==> src/rtl/rect_calc.sv <==
// -----------------------------------------------------------------------------
// rect_calc : parametrised rectangle-measure unit.
//
// Captures two unsigned side lengths on an active-low data-available handshake
// and computes either the perimeter (single-cycle adder) or the area (iterative
// shift-add multiplier, one partial product per cycle).
//
// Ports
//   clock     in   1    system clock, rising edge
//   _reset    in   1    asynchronous active-low reset
//   _dav      in   1    data available from producer, active low
//   a         in   W    side 1, unsigned
//   b         in   W    side 2, unsigned
//   mode      in   1    0 = perimeter, 1 = area (sampled with a and b)
//   rfd       out  1    ready for data to producer, active high
//   result    out  2W   last computed value, held until the next done
//   done      out  1    one-cycle pulse when result updates
//   zero      out  1    last operation had a side equal to zero
//   op_count  out  CW   completed operations, wraps modulo 2^CW
// -----------------------------------------------------------------------------
module rect_calc #(
    parameter int W  = 4,
    parameter int CW = 8
) (
    input  logic              clock,
    input  logic              _reset,
    input  logic              _dav,
    input  logic [W-1:0]      a,
    input  logic [W-1:0]      b,
    input  logic              mode,
    output logic              rfd,
    output logic [2*W-1:0]    result,
    output logic              done,
    output logic              zero,
    output logic [CW-1:0]     op_count
);

    // Iteration counter must reach W: the area pass spends W cycles adding
    // partial products plus one cycle on which it sees the count exhausted.
    localparam int IW = $clog2(W + 1);

    typedef enum logic [1:0] {
        ST_IDLE = 2'd0,
        ST_CALC = 2'd1,
        ST_FIN  = 2'd2,
        ST_WAIT = 2'd3
    } state_t;

    state_t              state_r;
    logic [W-1:0]        a_r;
    logic [W-1:0]        b_r;
    logic                mode_r;
    logic [2*W-1:0]      acc_r;
    logic [IW-1:0]       iter_r;
    logic                rfd_r;
    logic [2*W-1:0]      result_r;
    logic                done_r;
    logic                zero_r;
    logic [CW-1:0]       op_count_r;

    logic                mul_bit_s;
    logic [2*W-1:0]      partial_s;
    logic                iter_end_s;

    // Perimeter: (W+1)-bit sum doubled, zero-extended to the result width.
    function automatic logic [2*W-1:0] perimeter_of(input logic [W-1:0] x,
                                                    input logic [W-1:0] y);
        logic [W:0]     sum;
        logic [2*W-1:0] p;
        sum        = {1'b0, x} + {1'b0, y};
        p          = '0;
        p[W+1:1]   = sum;
        return p;
    endfunction

    // Multiplicand shifted to the weight of the current multiplier bit.
    function automatic logic [2*W-1:0] shifted_of(input logic [W-1:0]  x,
                                                  input logic [IW-1:0] sh);
        logic [2*W-1:0] ext;
        ext = {{W{1'b0}}, x};
        return ext << sh;
    endfunction

    // Select the current multiplier bit and partial product for the area pass.
    always_comb begin
        logic [W-1:0] b_shift;
        b_shift    = b_r >> iter_r;
        mul_bit_s  = b_shift[0];
        partial_s  = shifted_of(a_r, iter_r);
        if (iter_r == IW'(W)) begin
            iter_end_s = 1'b1;
        end else begin
            iter_end_s = 1'b0;
        end
    end

    // Control FSM with registered handshake and result outputs.
    always_ff @(posedge clock or negedge _reset) begin
        if (!_reset) begin
            state_r    <= ST_IDLE;
            a_r        <= '0;
            b_r        <= '0;
            mode_r     <= 1'b0;
            acc_r      <= '0;
            iter_r     <= '0;
            rfd_r      <= 1'b1;
            result_r   <= '0;
            done_r     <= 1'b0;
            zero_r     <= 1'b0;
            op_count_r <= '0;
        end else begin
            done_r <= 1'b0;
            case (state_r)
                ST_IDLE: begin
                    rfd_r <= 1'b1;
                    if (!_dav) begin
                        a_r     <= a;
                        b_r     <= b;
                        mode_r  <= mode;
                        acc_r   <= '0;
                        iter_r  <= '0;
                        rfd_r   <= 1'b0;
                        state_r <= ST_CALC;
                    end else begin
                        state_r <= ST_IDLE;
                    end
                end
                ST_CALC: begin
                    if (!mode_r) begin
                        acc_r   <= perimeter_of(a_r, b_r);
                        state_r <= ST_FIN;
                    end else if (iter_end_s) begin
                        state_r <= ST_FIN;
                    end else begin
                        if (mul_bit_s) begin
                            acc_r <= acc_r + partial_s;
                        end else begin
                            acc_r <= acc_r;
                        end
                        iter_r  <= iter_r + IW'(1);
                        state_r <= ST_CALC;
                    end
                end
                ST_FIN: begin
                    result_r   <= acc_r;
                    zero_r     <= (a_r == '0) || (b_r == '0);
                    done_r     <= 1'b1;
                    op_count_r <= op_count_r + CW'(1);
                    state_r    <= ST_WAIT;
                end
                ST_WAIT: begin
                    // Only a released _dav re-arms; a held-low _dav never retriggers.
                    if (_dav) begin
                        rfd_r   <= 1'b1;
                        state_r <= ST_IDLE;
                    end else begin
                        rfd_r   <= 1'b0;
                        state_r <= ST_WAIT;
                    end
                end
                default: begin
                    rfd_r   <= 1'b1;
                    state_r <= ST_IDLE;
                end
            endcase
        end
    end

    assign rfd      = rfd_r;
    assign result   = result_r;
    assign done     = done_r;
    assign zero     = zero_r;
    assign op_count = op_count_r;

endmodule

==> config.mk <==
export PLATFORM = sky130hd
export DESIGN_NAME = rect_calc
export DESIGN_NICKNAME = d
export VERILOG_FILES = /design/src/rtl/rect_calc.sv
export SDC_FILE = /design/constraint.sdc
export NUM_CORES = 1
export LEC_CHECK = 0
export CORE_UTILIZATION = 55
export DETAILED_ROUTE_END_ITERATION = 10
export GPL_TIMING_DRIVEN = 1
export PLACE_DENSITY = 0.84
export SYNTH_ARGS = -nofsm -noshare
export SYNTH_HDL_FRONTEND = slang
export SYNTH_SLANG_ARGS = --single-unit
==> constraint.sdc <==
create_clock -name clock -period 2.6 [get_ports clock]
set_input_delay 0.52 -clock clock [delete_from_list [all_inputs] [get_ports clock]]
set_output_delay 0.52 -clock clock [all_outputs]
set_load 0.005 [all_outputs]
# ---- Word level (Yosys, flattened, before mapping)
# Cells that the tools add are included.
dict set report op_classes {
  div 0
  muxes 17
  bitwise 1
  eq_ne 9
  shifts 2
  addsub 4
  n_reduce_logical 9
  multipliers 0
  n_lt_le_gt_ge 0
}
# operator n
set op_table {}
lappend op_table {{$mux 8} 4}
lappend op_table {{$pmux 8 s2} 1}
lappend op_table {{$mux 3} 3}
lappend op_table {{$add 8x1->8 const B} 1}
lappend op_table {{$add 8x8->8} 1}
lappend op_table {{$logic_not 4->1} 2}
lappend op_table {{$pmux 2 s4} 1}
lappend op_table {{$reduce_and 4->1} 2}
lappend op_table {{$shl 4x3->8} 1}
lappend op_table {{$mux 2} 3}
lappend op_table {{$ne 2x2->1 const B} 3}
lappend op_table {{$ne 3x3->1 const B} 2}
lappend op_table {{$pmux 3 s2} 1}
lappend op_table {{$add 4x4->5} 1}
lappend op_table {{$eq 2x2->1 const B} 2}
lappend op_table {{$mux 1} 4}
lappend op_table {{$shr 4x3->1} 1}
lappend op_table {{$add 3x1->3 const B} 1}
lappend op_table {{$eq 3x3->1 const B} 1}
lappend op_table {{$eq 2x1->1 const B} 1}
lappend op_table {{$logic_not 2->1} 1}
lappend op_table {{$reduce_and 2->1} 1}
lappend op_table {{$reduce_bool 2->1} 1}
lappend op_table {{$reduce_or 2->1} 1}
lappend op_table {{other kinds (2)} 2}
dict set report word_totals {
  n_memories 0
  mem_bits_rw 0
  word_cells 53
  reg_bits 41
  in_bits 12
  rom_bits 0
  latchBits 0
  output_inout_bits 19
}

# ---- Logic depth before layout (Yosys ltp)
# Gate-level depths: netlist (run 1).
dict set report depth {
  ltp_word 6
  ltp_mapped 11
  mapped_depth_nobuf 10
}

# ---- Worst setup path after synthesis (run 1)
# Ideal clock, no wire load.
dict set report synth_timing {
  kind {reg-to-reg}
  startpoint {register iter_r[0]}
  endpoint {register acc_r[7]}
  arrival_ps 2232
  period_less_slack_ps 2312
  setup_slack_ps 288
  path_stages_with_launch 10
  setup_ps 80
  path_buffers 1
  required_ps 2520
  path_cell_list {dfrtp_1 -> buf_6 -> mux2i_1 -> o22ai_1 -> ha_1 -> and2_1 -> a311o_1 -> o311a_1 -> a211o_1 -> o211ai_2}
}
dict set report synth_via {
  elab_chain_len 6
  word_cells_on_any_way 12
  classes_between {add/sub: 1; eq/ne: 3; shift: 2; mux: 5; reduce/logical: 1}
}
# element line
set synth_rtl {}
lappend synth_rtl {{from (decl)} 54} ;# logic [IW-1:0] iter_r;
lappend synth_rtl {{from (signal assigned)} 140} ;# iter_r <= iter_r + IW'(1);
lappend synth_rtl {{$shl 4x3->8} 81} ;# return ext << sh;
lappend synth_rtl {{$add 8x8->8} 136} ;# acc_r <= acc_r + partial_s;
lappend synth_rtl {{$mux 8} 135} ;# if (mul_bit_s) begin
lappend synth_rtl {{$mux 8} 132} ;# end else if (iter_end_s) begin
lappend synth_rtl {{$mux 8} 129} ;# if (!mode_r) begin
lappend synth_rtl {{$pmux 8 s2} 113} ;# case (state_r)
lappend synth_rtl {{to (signal assigned)} 130} ;# acc_r <= perimeter_of(a_r, b_r);
lappend synth_rtl {{to (signal assigned)} 136}
lappend synth_rtl {{to (signal assigned)} 138} ;# acc_r <= acc_r;
lappend synth_rtl {{to (decl)} 53} ;# logic [2*W-1:0] acc_r;
# Parallel ways exist; a longest one is shown, timed or not. The select of a mux whose other input is x is not followed.
# A chain may end at the register's enable or synchronous reset.

# ---- Worst setup path in the final report (run 1)
# Same ends and word-level chain as after synthesis.

==> results.json, run 1 <==
{
  "synth.area.top_cells": "dfrtp_1 41%, ha_1 9.3%, mux2_2 8.8%",
  "grt_usage_pct": 24.58,
  "arrival_ns": 2.79,
  "drv_cap": 0,
  "syn_inst": 227,
  "yosysUniqueCellTypes": 51,
  "die_x_um": 68.47,
  "ys_seq_area_share_pct": 42.28,
  "cp-end-kind": "flip-flop",
  "portBuffers": 30,
  "layout_common_cells": "38 x dfrtp_1, 29 x clkdlybuf4s50_1, 22 x nand2_1",
  "ys.flop_type": "dfrtp_1",
  "worstMarginPinSlew_ns": 0.9080,
  "crit_required_ns": 2.83,
  "syn_area_per_cell_um2": 10.70,
  "ff2ff_path_depth": 9,
  "clockRootBuffer": "clkbuf_8",
  "maxSlewHeadroom_pct": 39.47,
  "slew_violations": 0,
  "grt_pass1_wl_mm": 8.211,
  "whs_ns": 0.3286,
  "syn_nets": 259,
  "setup_ws_ns": 0.03908,
  "clkLatencyLatePin_ns": 0.30,
  "dp_worst_setup_slack_ns": 0.02419,
  "synth-async-reset-ratio_pct": 100.0,
  "dr.pass1.iters": 4,
  "cp-start-kind": "flip-flop",
  "yosysTopAreaCellShare_pct": 41.19,
  "die_area_um2": 4687,
  "setup_viol": 0,
  "path_max_fanout": 6,
  "antenna_cells": 0,
  "num_io_pins": 31,
  "antenna_found_initial": 0,
  "vias": 1843,
  "drive_gt1_share_pct": 20.15,
  "synth_edf_count": 0,
  "period_needed_ns": 2.561,
  "hpwl_mm": 3.499,
  "place_congestion": 0.9637,
  "status": "finished, final reports clean",
  "yosys_warnings": 0,
  "grt_overflow": 0,
  "cts_buffers": 5,
  "h-tree-depth": 2,
  "wl_mm": 5.071,
  "core_area_um2": 4115,
  "yosys.area.top_type": "dfrtp_1",
  "layout.nets": 294,
  "ctsLongestPathBuffers": 2,
  "powerDensity_nw_per_um2": 1220,
  "cts.sinks": 41,
  "drc": 0,
  "hold_viol": 0,
  "fin_skew_ns": 0.009939,
  "worstSetupPathType": "reg2reg",
  "final_common_cell": "dfrtp_1",
  "route.antenna.remaining_nets": 0,
  "wl_per_cell_um": 16.20,
  "finalPower_mw": 3.572,
  "fp.dieH_um": 68.47,
  "drtIter0Drc": 210,
  "max_freq_ghz": 0.3905,
  "period_share_pct": 98.50,
  "grt_pass1_vias": 1819,
  "utilization_pct": 71.15,
  "viasPerCell": 5.888,
  "cts_tree": "done",
  "synth-seq-cells": 41,
  "postCtsHoldBufs": 0,
  "clkTransAtPathRegs_ns": 0.08,
  "start_util_pct": 59.05,
  "syn-cell-area_um2": 2430,
  "hold_path_class": "in2async",
  "grt_max_degree": 42,
  "row_count": 23,
  "syn2layout_area_growth_pct": 20.49,
  "p_leak_nw": 1.309,
  "ir_drop_mv": 0.6063
}
[Yosys cell counts, drive strengths merged, types with 3 or more instances]
cell type,count
o21ai,12
mux2i,6
a211oi,3
ha,18
o22ai,4
nor2,12
xnor2,8
nand2,22
o31ai,3
mux2,19
a21oi,9
nand4,3
dfrtp,40
a21o,3
nand3,5
buf,5
xor2,4
clkbuf,4
o211ai,3
inv,8
nor3,4
[layer usage]
metal,up-vias,share of wire (%),GRT usage (%)
li1,884,-,-
met2,59,48,39.09
met1,888,45,31.31
met5,-,0,0
met4,0,1.9,10.68
met3,12,5.3,6.500
[where the power goes]
part           switching, mW  internal (mW)
Sequential             0.283          0.870
Combinational          0.920          0.955
Clock                  0.232          0.312
Total                   1.44           2.14
[sequential cells by signal, indices dropped and copies added, names as in the netlist]
register  count
a_r           4
iter_r        3
state_r       2
op_count      8
done          1
rfd           1
b_r           4
zero          1
result        8
acc_r         8
mode_r        1
[path summary, 6_finish.rpt]
path | from | endpoint | slack [ns]
max | iter_r[0]$_DFFE_PN0P_ | acc_r[7]$_DFFE_PN0P_ | 0.04
min | _reset | a_r[3]$_DFFE_PN0P_ | 0.33
max reg2reg | iter_r[0]$_DFFE_PN0P_ | acc_r[7]$_DFFE_PN0P_ | 0.04
min reg2reg | op_count[7]$_DFFE_PN0P_ | op_count[7]$_DFFE_PN0P_ | 0.48
max in group asynchronous | _reset | iter_r[1]$_DFFE_PN0P_ | 1.64
min in group clock | op_count[7]$_DFFE_PN0P_ | op_count[7]$_DFFE_PN0P_ | 0.48
[repair_timing]
item                       4_1_cts  5_1_grt
setup buffers                    0        2
setup endpoints to repair        1        3
gates resized for setup          2       11
pin swaps                        0        1
gates cloned                     0        0
[logic make-up after synthesis]
| group | share of synthesized area (%) |
|---|---|
| xor gates and xnor gates | 4.325 |
| adders and majority gates | 10.92 |
| and+or+nand+nor | 13.08 |
| AOI/OAI and AO/OA | 12.62 |
| DFF | 42.28 |
| buffers and inverters | 4.582 |
| muxes | 12.20 |
[area by class of cell]
| cell class | count | area [um2] |
|---|---|---|
| multi-input cells | 168 | 1330 |
| fillers | 302 | 1187 |
| flip-flops and latches | 41 | 1030 |
| repair buffers | 38 | 355.3 |
| clock buffers | 6 | 82.58 |
| well taps | 50 | 62.56 |
| clock inverters | 2 | 37.54 |
| inverters | 8 | 30.03 |
[per-stage QoR]
stage | area, um2 | setup TNS (ns) | instances
6_report | 2928 | 0 | 313
5_1_grt | 2928 | -0.04665 | 313
4_1_cts | 2877 | 0 | 311
3_5_place_dp | 2751 | 0 | 303
3_3_place_gp | 2751 | 0 | 303
2_1_floorplan | 2430 | 0 | 227
[critical path, stage by stage (launching register included)]
cell and delay [ns]:
dfrtp_2 0.48, mux2i_2 0.29, nor2_1 0.08, a31oi_1 0.15
o22ai_1 0.13, ha_2 0.36, a311o_1 0.36, o311a_1 0.32
a211o_1 0.24, o211ai_2 0.07
Note: power is estimated with default switching activity, not from simulation.
==> inputs of run 2 (changes only) <==
--- a/config.mk
+++ b/config.mk
@@ -6,6 +6,7 @@
 export NUM_CORES = 1
 export LEC_CHECK = 0
 export CORE_UTILIZATION = 55
+export CTS_CLUSTER_DIAMETER = 40
 export DETAILED_ROUTE_END_ITERATION = 10
 export GPL_TIMING_DRIVEN = 1
 export PLACE_DENSITY = 0.84
==> results of run 2 <==
Final layout, timing and power as in run 1 (identical DEF).
==> inputs of run 3 (changes only) <==
--- a/config.mk
+++ b/config.mk
@@ -10,6 +10,7 @@
 export DETAILED_ROUTE_END_ITERATION = 10
 export GPL_TIMING_DRIVEN = 1
 export PLACE_DENSITY = 0.84
+export RECOVER_POWER = 25
 export SYNTH_ARGS = -nofsm -noshare
 export SYNTH_HDL_FRONTEND = slang
 export SYNTH_SLANG_ARGS = --single-unit
==> run 3 against run 2 <==
Compared with the run above: hold slack barely moved; largest power group unchanged; worst setup slack about the same; core utilization is the same; total power is essentially flat; sequential power about the same.
==> results.json, run 3 (synthesis results as in run 1) <==
{
  "hpwl_mm": 3.499,
  "maxSlewHeadroom_pct": 39.47,
  "crit_required_ns": 2.83,
  "portBuffers": 30,
  "seq_power_share_pct": 32.3,
  "intPower_mw": 2.137,
  "grt_pass1_wl_mm": 8.211,
  "ir_drop_mv": 0.6064,
  "final_area_um2": 2928,
  "place_congestion": 0.9637,
  "fillers": 302,
  "powerDensity_nw_per_um2": 1220,
  "dp_cells": 303,
  "ff2ff_path_depth": 9,
  "layout.nets": 294,
  "rrSetupSlack_ns": 0.04,
  "route.antenna.remaining_nets": 0,
  "clkTransAtPathRegs_ns": 0.08,
  "place_area_um2": 2751,
  "num_io_pins": 31,
  "postCtsHoldBufs": 0,
  "status": "finished, final reports clean",
  "fin_skew_ns": 0.009952,
  "worstMarginPinSlew_ns": 0.9080,
  "wl_mm": 5.069,
  "hold_viol": 0,
  "row_count": 23,
  "critical_path.cell_chain": "mux2i_2 -> nor2_1 -> a31oi_1 -> o22ai_1 -> ha_2 -> a311o_1 -> o311a_1 -> a211o_1 -> o211ai_2",
  "p_clk_share_pct": 15.2,
  "die_x_um": 68.47,
  "antenna_cells": 0,
  "drv_cap": 0,
  "max_stage_delay_ns": 0.48,
  "slew_violations": 0,
  "layout_common_cells": "38 x dfrtp_1, 28 x clkdlybuf4s50_1, 22 x nand2_1",
  "core_area_um2": 4115,
  "p_sw_share_pct": 40.18,
  "cts_buffers": 5,
  "cp_top_family": "compound AO/OA/AOI/OAI gates",
  "multi_input_area_um2": 1330,
  "hold_path_class": "in2async",
  "arrival_ns": 2.79,
  "die_area_um2": 4687,
  "switchingPower_mw": 1.435,
  "grt_usage_pct": 24.58,
  "period_share_pct": 98.50,
  "r2r_start": "iter_r[0]$_DFFE_PN0P_",
  "max_freq_ghz": 0.3905,
  "worstSetupPathType": "reg2reg",
  "cts.sinks": 41,
  "h-tree-depth": 2,
  "layout.area.seq_um2": 1030,
  "slowest_stage": "dfrtp_2",
  "final_common_cell": "dfrtp_1",
  "grt_max_degree": 42,
  "wl_per_cell_um": 16.19,
  "fin_cells": 313,
  "vias": 1843,
  "dr.pass1.iters": 4,
  "drive_gt1_share_pct": 20.15,
  "start_util_pct": 59.05,
  "grt_overflow": 0,
  "clkLatencyLatePin_ns": 0.30,
  "cts_tree": "done",
  "path_max_fanout": 6,
  "clockRootBuffer": "clkbuf_8",
  "setup_viol": 0,
  "fp.dieH_um": 68.47,
  "drtIter0Drc": 210,
  "grt_pass1_vias": 1819,
  "cp-start-kind": "flip-flop",
  "reg2reg_to": "acc_r[7]$_DFFE_PN0P_",
  "drc": 0,
  "viasPerCell": 5.888,
  "crit_buf_inv": 0,
  "period_needed_ns": 2.561,
  "syn2layout_area_growth_pct": 20.49,
  "p_leak_nw": 1.309,
  "cp-end-kind": "flip-flop",
  "ctsLongestPathBuffers": 2,
  "power_frac_comb_pct": 52.5,
  "antenna_found_initial": 0
}
## run 3: cell count changes in the layout (fill, tap and decap cells not counted), sizes merged
cell	change
clkdlybuf4s50	-1
dlygate4sd3	+1
## run 3: area by class of cell
cell class	instances	share of cell area, %
clock inverter	2	1.282
timing repair buffer	38	12.14
inverter	8	1.026
multi-input combinational	168	45.43
clock buffer	6	2.821
tap	50	2.137
sequential	41	35.17
## run 3: power by group through the flow
| stage | registers [mW] | clock network (mW) | logic, mW |
|---|---|---|---|
| after floorplan | 1.06 | 0 | 1.33 |
| after global placement | 1.13 | 0 | 1.74 |
| after detailed placement | 1.14 | 0 | 1.78 |
| after CTS | 1.13 | 0.551 | 1.81 |
| after global routing | 1.19 | 0.576 | 2.08 |
| final | 1.15 | 0.545 | 1.87 |
## run 3: what timing repair did
action	CTS	global route
gates resized for setup	2	11
buffers inserted	0	2
hold endpoints to repair	0	0
pin swaps	0	1
endpoints found under the setup margin	1	3
## run 3: layer usage
layer / vias to the layer above / global-route usage, % / share of wire, %
met4: 0 / 10.68 / 1.9
met3: 12 / 6.500 / 5.3
li1: 884 / - / -
met1: 888 / 31.31 / 45
met5: - / 0 / 0
met2: 59 / 39.09 / 48
## run 3: worst max-delay path by stage
stage                           from                   end  slack, ns  depth (start not counted)
2_1_floorplan  iter_r[0]$_DFFE_PN0P_  acc_r[7]$_DFFE_PN0P_       0.29                          9
3_3_place_gp   iter_r[0]$_DFFE_PN0P_  acc_r[7]$_DFFE_PN0P_       0.09                          9
3_5_place_dp   iter_r[0]$_DFFE_PN0P_  acc_r[7]$_DFFE_PN0P_       0.02                          8
4_1_cts        iter_r[0]$_DFFE_PN0P_  acc_r[7]$_DFFE_PN0P_       0.03                         10
5_1_grt        iter_r[0]$_DFFE_PN0P_  acc_r[7]$_DFFE_PN0P_      -0.03                          9
6_report       iter_r[0]$_DFFE_PN0P_  acc_r[7]$_DFFE_PN0P_       0.04                          9
## run 3: per-stage QoR
step	hold WS, ns	setup slack (ns)	total power, mW	utilization (%)	setup TNS (ns)
5_1_grt	0.4292	-0.02714	3.846	71.15	-0.04665
6_report	0.3286	0.03908	3.572	71.15	0
3_3_place_gp	0.4597	0.08551	2.866	66.86	0
4_1_cts	0.3708	0.03179	3.488	69.90	0
3_5_place_dp	0.4667	0.02419	2.916	66.86	0
2_1_floorplan	0.2244	0.2877	2.389	-	0
